--- config.mk ---
export PLATFORM = sky130hd
export DESIGN_NAME = mem_arbiter
export DESIGN_NICKNAME = d
export VERILOG_FILES = /design/src/rtl/brisc_pkg.sv /design/src/rtl/rr_arb2.sv /design/src/rtl/mem_arbiter.sv
export SDC_FILE = /design/constraint.sdc
export NUM_CORES = 1
export LEC_CHECK = 0
export CORE_AREA = 4 4 287 289
export CTS_CLUSTER_SIZE = 16
export DETAILED_ROUTE_END_ITERATION = 8
export DIE_AREA = 0 0 291 293
export GPL_TIMING_DRIVEN = 0
export PLACE_DENSITY = 0.47
export SKIP_CTS_REPAIR_TIMING = 1
export SYNTH_ARGS = -nofsm -noshare
export SYNTH_HDL_FRONTEND = slang
export SYNTH_HIERARCHICAL = 1
export SYNTH_SLANG_ARGS = --single-unit
--- constraint.sdc ---
create_clock -name clk -period 35.8 [get_ports clk]
set_input_delay 10.74 -clock clk [delete_from_list [all_inputs] [get_ports clk]]
set_output_delay 10.74 -clock clk [all_outputs]
set_load 0.01 [all_outputs]
--- src/rtl/brisc_pkg.sv ---
// Shared types and constants for the brisc memory subsystem.
// Also holds the line-alignment helper used by everything that talks to main memory.
package brisc_pkg;

    localparam int unsigned ADDRESS_BITS     = 32'd32;
    localparam int unsigned CACHE_LINE_LEN   = 32'd128;
    localparam int unsigned BYTE_LEN         = 32'd8;
    localparam int unsigned LINE_OFFSET_BITS = $clog2(CACHE_LINE_LEN / BYTE_LEN);

    localparam logic [ADDRESS_BITS-1:0] LINE_ADDR_MASK =
        {{(ADDRESS_BITS - LINE_OFFSET_BITS){1'b1}}, {LINE_OFFSET_BITS{1'b0}}};
    localparam logic [CACHE_LINE_LEN-1:0] LINE_ZERO = {CACHE_LINE_LEN{1'b0}};

    typedef enum logic [1:0] {
        ARB_IDLE = 2'd0,
        ARB_REQ  = 2'd1,
        ARB_WAIT = 2'd2,
        ARB_RESP = 2'd3
    } arb_state_e;

    typedef enum logic {
        OWNER_IC = 1'b0,
        OWNER_DC = 1'b1
    } arb_owner_e;

    function automatic logic [ADDRESS_BITS-1:0] line_align(input logic [ADDRESS_BITS-1:0] addr);
        return addr & LINE_ADDR_MASK;
    endfunction

endpackage

--- src/rtl/rr_arb2.sv ---
// Two-way round-robin picker: req[0] is the I-side, req[1] the D-side.
// On contention the requester that did not win last time is chosen.
module rr_arb2
    import brisc_pkg::*;
(
    input  logic [1:0] req,
    input  arb_owner_e last_owner,
    output arb_owner_e winner
);

    // Winner is only meaningful when at least one request is high
    always_comb begin
        winner = OWNER_IC;
        case (req)
            2'b01:   winner = OWNER_IC;
            2'b10:   winner = OWNER_DC;
            2'b11:   winner = (last_owner == OWNER_IC) ? OWNER_DC : OWNER_IC;
            default: winner = OWNER_IC;
        endcase
    end

endmodule

--- src/rtl/mem_arbiter.sv ---
// Shares the single main-memory port between I-cache and D-cache, one line
// transaction at a time, round-robin on contention. All outputs are registered.
module mem_arbiter
    import brisc_pkg::*;
(
    input  logic                      clk,
    input  logic                      reset,
    input  logic                      ic_req_i,
    input  logic [ADDRESS_BITS-1:0]   ic_addr_i,
    output logic                      ic_gnt_o,
    output logic                      ic_valid_o,
    output logic [CACHE_LINE_LEN-1:0] ic_rdata_o,
    input  logic                      dc_req_i,
    input  logic                      dc_we_i,
    input  logic [ADDRESS_BITS-1:0]   dc_addr_i,
    input  logic [CACHE_LINE_LEN-1:0] dc_wdata_i,
    output logic                      dc_gnt_o,
    output logic                      dc_valid_o,
    output logic [CACHE_LINE_LEN-1:0] dc_rdata_o,
    output logic                      mem_req_o,
    output logic                      mem_we_o,
    output logic [ADDRESS_BITS-1:0]   mem_addr_o,
    output logic [CACHE_LINE_LEN-1:0] mem_wdata_o,
    input  logic                      mem_ready_i,
    input  logic                      mem_valid_i,
    input  logic [CACHE_LINE_LEN-1:0] mem_rdata_i
);

    arb_state_e                state_q, state_d;
    arb_owner_e                owner_q, owner_d;
    arb_owner_e                last_owner_q, last_owner_d;
    arb_owner_e                winner_s;
    logic [ADDRESS_BITS-1:0]   addr_q, addr_d;
    logic                      we_q, we_d;
    logic [CACHE_LINE_LEN-1:0] wdata_q, wdata_d;
    logic [CACHE_LINE_LEN-1:0] line_q, line_d;
    logic                      mem_req_q, mem_req_d;
    logic                      ic_gnt_q, ic_gnt_d, dc_gnt_q, dc_gnt_d;
    logic                      ic_valid_q, ic_valid_d, dc_valid_q, dc_valid_d;
    logic                      any_req_s;

    assign any_req_s = ic_req_i | dc_req_i;

    rr_arb2 u_rr_arb2 (
        .req        ({dc_req_i, ic_req_i}),
        .last_owner (last_owner_q),
        .winner     (winner_s)
    );

    // State register
    always_ff @(posedge clk or posedge reset) begin
        if (reset) begin
            state_q <= ARB_IDLE;
        end else begin
            state_q <= state_d;
        end
    end

    // Next-state logic; memory handshakes are only looked at in their own state
    always_comb begin
        state_d = state_q;
        case (state_q)
            ARB_IDLE: if (any_req_s)   state_d = ARB_REQ;  else state_d = ARB_IDLE;
            ARB_REQ:  if (mem_ready_i) state_d = ARB_WAIT; else state_d = ARB_REQ;
            ARB_WAIT: if (mem_valid_i) state_d = ARB_RESP; else state_d = ARB_WAIT;
            ARB_RESP: state_d = ARB_IDLE;
            default:  state_d = ARB_IDLE;
        endcase
    end

    // Next values of the registered outputs and latched transaction fields
    always_comb begin
        owner_d      = owner_q;
        last_owner_d = last_owner_q;
        addr_d       = addr_q;
        we_d         = we_q;
        wdata_d      = wdata_q;
        line_d       = line_q;
        mem_req_d    = mem_req_q;
        ic_gnt_d     = 1'b0;
        dc_gnt_d     = 1'b0;
        ic_valid_d   = 1'b0;
        dc_valid_d   = 1'b0;
        case (state_q)
            ARB_IDLE: begin
                if (any_req_s) begin
                    owner_d      = winner_s;
                    last_owner_d = winner_s;
                    mem_req_d    = 1'b1;
                    if (winner_s == OWNER_DC) begin
                        addr_d   = line_align(dc_addr_i);
                        we_d     = dc_we_i;
                        wdata_d  = dc_we_i ? dc_wdata_i : LINE_ZERO;
                        dc_gnt_d = 1'b1;
                    end else begin
                        addr_d   = line_align(ic_addr_i);
                        we_d     = 1'b0;
                        wdata_d  = LINE_ZERO;
                        ic_gnt_d = 1'b1;
                    end
                end else begin
                    mem_req_d = 1'b0;
                end
            end
            ARB_REQ: begin
                if (mem_ready_i) mem_req_d = 1'b0; else mem_req_d = 1'b1;
            end
            ARB_WAIT: begin
                if (mem_valid_i) begin
                    line_d     = we_q ? LINE_ZERO : mem_rdata_i;
                    ic_valid_d = (owner_q == OWNER_IC);
                    dc_valid_d = (owner_q == OWNER_DC);
                end else begin
                    line_d = line_q;
                end
            end
            // Clearing the line here keeps rdata at zero outside the valid pulse
            ARB_RESP: line_d = LINE_ZERO;
            default: begin
                line_d    = LINE_ZERO;
                mem_req_d = 1'b0;
            end
        endcase
    end

    // Transaction and output registers
    always_ff @(posedge clk or posedge reset) begin
        if (reset) begin
            owner_q      <= OWNER_IC;
            last_owner_q <= OWNER_IC;
            addr_q       <= {ADDRESS_BITS{1'b0}};
            we_q         <= 1'b0;
            wdata_q      <= LINE_ZERO;
            line_q       <= LINE_ZERO;
            mem_req_q    <= 1'b0;
            ic_gnt_q     <= 1'b0;
            dc_gnt_q     <= 1'b0;
            ic_valid_q   <= 1'b0;
            dc_valid_q   <= 1'b0;
        end else begin
            owner_q      <= owner_d;
            last_owner_q <= last_owner_d;
            addr_q       <= addr_d;
            we_q         <= we_d;
            wdata_q      <= wdata_d;
            line_q       <= line_d;
            mem_req_q    <= mem_req_d;
            ic_gnt_q     <= ic_gnt_d;
            dc_gnt_q     <= dc_gnt_d;
            ic_valid_q   <= ic_valid_d;
            dc_valid_q   <= dc_valid_d;
        end
    end

    assign ic_gnt_o    = ic_gnt_q;
    assign dc_gnt_o    = dc_gnt_q;
    assign ic_valid_o  = ic_valid_q;
    assign dc_valid_o  = dc_valid_q;
    assign ic_rdata_o  = line_q;
    assign dc_rdata_o  = line_q;
    assign mem_req_o   = mem_req_q;
    assign mem_we_o    = we_q;
    assign mem_addr_o  = addr_q;
    assign mem_wdata_o = wdata_q;

endmodule

Yosys cells after proc, flatten, opt, wreduce, memory -nomap -nowiden
Index checks and enable logic that the tools add are counted.
- equality and inequality tests: 6
- multiplexer cells: 26
- bitwise gates (word level): 2
- reduce and logical (&&, ||, !) cells: 5
- operator list (kind ; number):
    $mux 128 ; 4
    $pmux 128 s2 ; 1
    $mux 32 ; 1
    $mux 1 ; 16
    $eq 2x2->1 const B ; 4
    $pmux 2 s4 ; 1
    $pmux 1 s2 ; 2
    $reduce_and 2->1 ; 2
    $reduce_bool 2->1 ; 2
    $eq 2x1->1 const B ; 1
    $logic_not 2->1 ; 1
    $mux 2 ; 1
    $ne 2x2->1 const B ; 1
    $not 1->1 ; 1
    $or 1x1->1 ; 1
- register bits after elaboration: 297
- input port bits: 327
- output and inout port bits: 422
- word-level logic and storage cells: 50

Depth between registers and ports, before layout
- depth after elaboration: 5
- mapped depth: 7
- gate-level depth less buffers: 3

By module
The synthesis kept the hierarchy.
- by module, submodules not included (module ; instances ; cells an instance ; area each (um2) ; seq. area each (um2)):
    mem_arbiter ; 1 ; 1082 ; 13693.1 ; 7332.0
    rr_arb2 ; 1 ; 1 ; 11.3 ; 0.0

Worst setup path before layout
Ideal clock, no wire load.
- path kind: input port to flip-flop
- start: input port dc_req_i
- end: register addr_q[11] (netlist: mem_addr_o[11])
- library setup time: 0.125 ns
- arrival: 11.952 ns
- data required time: 35.675 ns
- path slack: 23.723 ns
- cell stages on the path: 5
- path buffers: 2
- cell sequence: a21boi_2 -> buf_2 -> clkbuf_1 -> mux2_2 -> mux2_2
- longest elaborated chain between the ends: 3
- elaborated cells between the ends (all ways): 6
- classes of those cells: 2 x eq/ne; 2 x mux; 1 x bitwise; 1 x reduce/logical
- ends and longest elaborated chain (element ; line ; source):
    start: declaration ; mem_arbiter.sv:13 ; input logic dc_req_i,
    $eq 2x2->1 ; rr_arb2.sv:14 ; case (req)
    $pmux 1 s2 ; rr_arb2.sv:14 ;
    $mux 32 ; mem_arbiter.sv:90 ; if (winner_s == OWNER_DC) begin
    end signal: assignment ; mem_arbiter.sv:131 ; addr_q <= {ADDRESS_BITS{1'b0}};
    end signal: assignment ; mem_arbiter.sv:143 ; addr_q <= addr_d;
    end: declaration ; mem_arbiter.sv:33 ; logic [ADDRESS_BITS-1:0] addr_q, addr_d;
Parallel ways exist; a longest one is shown, timed or not.
A chain may end at the register's enable or synchronous reset.

Worst setup path in the final report
- start: input port dc_req_i
- end: register wdata_q[2] (netlist: mem_wdata_o[2])
- longest elaborated chain between the ends: 3
- elaborated cells between the ends (all ways): 6
- classes of those cells: 2 x eq/ne; 2 x mux; 1 x bitwise; 1 x reduce/logical
- ends and longest elaborated chain (element ; line ; source):
    $eq 2x2->1 ; rr_arb2.sv:14 ;
    $pmux 1 s2 (*) ; rr_arb2.sv:14 ;
    net winner_s ; mem_arbiter.sv:32 ; arb_owner_e winner_s;
    $mux 128 (*) ; mem_arbiter.sv:90 ;
    end signal: assignment ; mem_arbiter.sv:145 ; wdata_q <= wdata_d;
    end: declaration ; mem_arbiter.sv:35 ; logic [CACHE_LINE_LEN-1:0] wdata_q, wdata_d;
Mark *: on every way through the listed nets, which the timed path passes. The rest lies on a longest branch.

==> run_results.csv <==
group,metric,value,unit
status,status,"finished, final reports clean",
cells_and_area,final_common_cell,"clkdlybuf4s50_1",
drt,wl_per_cell,19.96,um
logic_synthesis,synthCells,1083,
floorplanning,ios,749,
timing,slew_violations,0,
timing,max_freq,79.16,MHz
logic_synthesis,yosys.area_share.simple,0.09696,
timing,min_period,12630,ps
logic_synthesis,avgSynthCellArea,12.65,sq um
worst_hold_path,hp-class,"register to register",
drt,via_per_inst,3.886,
worst_setup_path,worst-path-max-fanout,10,
global_routing,grt_usage,0.1316,
cts,clk_latency,540,ps
place,postPlaceCellArea,22460,sq um
worst_setup_path,worstPathRequired,36260,ps
power,ir_drop,0.00004723,V
cts,clockRootBuffer,"clkbuf_16",
global_routing,grt_use_met3,0.04686,
cts,path_clk_slew,50,ps
drt,drt-initial-drc-count,353,
worst_setup_path,crit_type,"input pin to register",
global_routing,grt_pass1_wl,85480,um
logic_synthesis,yosys.area_share.adder,0,
power,p_leak,10.72,nW
worst_setup_path,critPathLaunchType,"input pin",
cells_and_area,final_nets,2190,
logic_synthesis,ys_seq_elements,293,
floorplanning,core-area,79900,sq um
logic_synthesis,ys_warn_count,6,
place,hpwl,46910,um
cells_and_area,final_cell_mix,"clkdlybuf4s50_1, dfrtp_1, buf_4",
logic_synthesis,synth-compound-area-share,0.07057,
logic_synthesis,synthMuxAreaShare,0.1801,
global_routing,use_met1,0.1459,
floorplanning,initial_utilization,0.1715,
floorplanning,num_rows,104,
cts,cts_tree,"built",
drt,routed_wl,58960,um
timing,holdWs,501.9,ps
drt,drt_first_pass_iters,4,
floorplanning,dieArea,85260,sq um
timing,relSlewSlack,0.3513,
logic_synthesis,ys_types,25,
logic_synthesis,synth_top_family_by_area,"multiplexers",
global_routing,grt.busiest_layer,"met2",
cells_and_area,final_area,23730,sq um
drt,dr_total_vias,11478,
global_routing,antenna_found_initial,8,
timing,rsz0062_at_grt,"no",
logic_synthesis,yosysSeqAreaShare,0.5350,
cts,cts.sinks,293,
cells_and_area,area_growth,73.14,%
timing,worstMarginPinSlew,973.1,ps
cells_and_area,postLayoutCoreUtil,0.2970,
logic_synthesis,synth-xor-area-share,0,
global_routing,grt_max_degree,115,
worst_setup_path,endpoint_kind,"register",
worst_setup_path,arrival,13100,ps
timing,fin_crit_sh,0.3529,
global_routing,grt-ovfl-total,0,
cts,h-tree-depth,2,
drt,antenna_left,0,
power,power_per_cell_area,77.08,nW/um^2
flow_run,maxCapViolCount,0,
floorplanning,die_width,291,um
cts,cts_buffer_depth,3,
timing,hold_viol,0,
cts,cts_made_buffers,38,
drt,drc,0,
timing,fin_skew,18.76,ps
place,port_buffers,735,
timing,setup_viol,0,
place,gp_congestion,0.8227,
cells_and_area,drive_gt1_frac,0.2231,
logic_synthesis,syn-cell-area,13700,sq um
floorplanning,die-height,293,um
timing,setup_tns,0,ps
global_routing,grtUsageMet2,0.2325,
global_routing,grt_pass1_vias,12523,
==> cell usage after synthesis <==
cell | instances | area (sq um)
a21boi_2 | 1 | 11.26
a22o_1 | 77 | 674.4
and2_1 | 1 | 6.260
and3_1 | 128 | 800.8
buf_1 | 5 | 18.77
buf_12 | 11 | 220.2
buf_2 | 20 | 100.1
buf_4 | 137 | 1028
buf_6 | 5 | 56.30
clkbuf_1 | 43 | 161.4
clkinv_1 | 1 | 3.750
conb_1 | 1 | 3.750
dfrtp_1 | 293 | 7332
inv_1 | 4 | 15.01
mux2_2 | 85 | 957.2
mux2_4 | 100 | 1501
mux2i_1 | 1 | 10.01
nand2_1 | 54 | 202.7
nand3_1 | 55 | 275.3
nand3b_4 | 1 | 20.02
nor2_1 | 3 | 11.26
nor2_2 | 2 | 12.51
o21a_1 | 1 | 7.510
o21ai_0 | 53 | 265.3
o21ai_2 | 1 | 8.760
==> area by class of cell <==
cell class / count / area, sq um
Timing Repair Buffer: 737 / 7412
Inverter: 5 / 26.28
Sequential cell: 293 / 7332
Fill cell: 8270 / 56170
Multi-Input combinational cell: 567 / 4780
Buffer: 221 / 1585
Clock buffer: 54 / 1092
Clock inverter: 10 / 156.4
Antenna cell: 7 / 17.52
Tap cell: 1060 / 1326
==> worst max-delay path: stages <==
cell             delay [ps]
clkdlybuf4s50_1         500
a21boi_2                280
buf_2                   240
clkbuf_1                710
and3_1                  410
mux2_2                  190
==> routing by layer <==
layer | part of all wire | up-vias
met5 | 0 | -
met4 | 0.030 | 0
met3 | 0.085 | 79
met2 | 0.51 | 477
met1 | 0.38 | 5681
li1 | - | 5241
==> flip-flops by register name, summed over array words and instances (netlist names), named ones only <==
register and flops:
mem_addr_o 28, ic_gnt_o 1, dc_gnt_o 1, last_owner_q 1, ic_valid_o 1, mem_we_o 1
state_q 1, dc_valid_o 1, dc_rdata_o 128, mem_wdata_o 128, mem_req_o 1
==> power breakdown <==
part / switching, mW / internal (mW)
clock network: 0.149 / 0.240
registers: 0.0984 / 0.451
logic: 0.355 / 0.536
total: 0.602 / 1.23
==> path summary, 6_finish.rpt <==
check	slack, ps	depth (start not counted)	from	to
worst max-delay path	23170	6	dc_req_i	mem_wdata_o[2]$_DFFE_PP0P_
worst min-delay path	500	1	mem_addr_o[17]$_DFFE_PP0P_	mem_addr_o[17]$_DFFE_PP0P_
worst max register to register	33470	5	last_owner_q$_DFFE_PP0P_	mem_wdata_o[2]$_DFFE_PP0P_
worst min register to register	500	1	mem_addr_o[17]$_DFFE_PP0P_	mem_addr_o[17]$_DFFE_PP0P_
max in group asynchronous	24040	3	reset	dc_rdata_o[32]$_DFFE_PP0P_
min in group asynchronous	10670	2	reset	mem_wdata_o[53]$_DFFE_PP0P_
==> stage by stage <==
stage / setup slack [ps] / cells / power [mW]
floorplan: 16970 / 1086 / 0.9557
global placement: 12430 / 2881 / 1.453
detailed placement: 22470 / 2883 / 1.459
CTS: 23030 / 2947 / 1.867
global route: 22990 / 2953 / 1.934
finish: 23170 / 2954 / 1.829
==> cells by family after synthesis <==
kind of cell           count (synthesis)
buffers and inverters                226
DFF                                  293
other                                  1
muxes                                186
and+or+nand+nor                      244
AOI/OAI and AO/OA                    133
(Power assumes the default switching activity.)
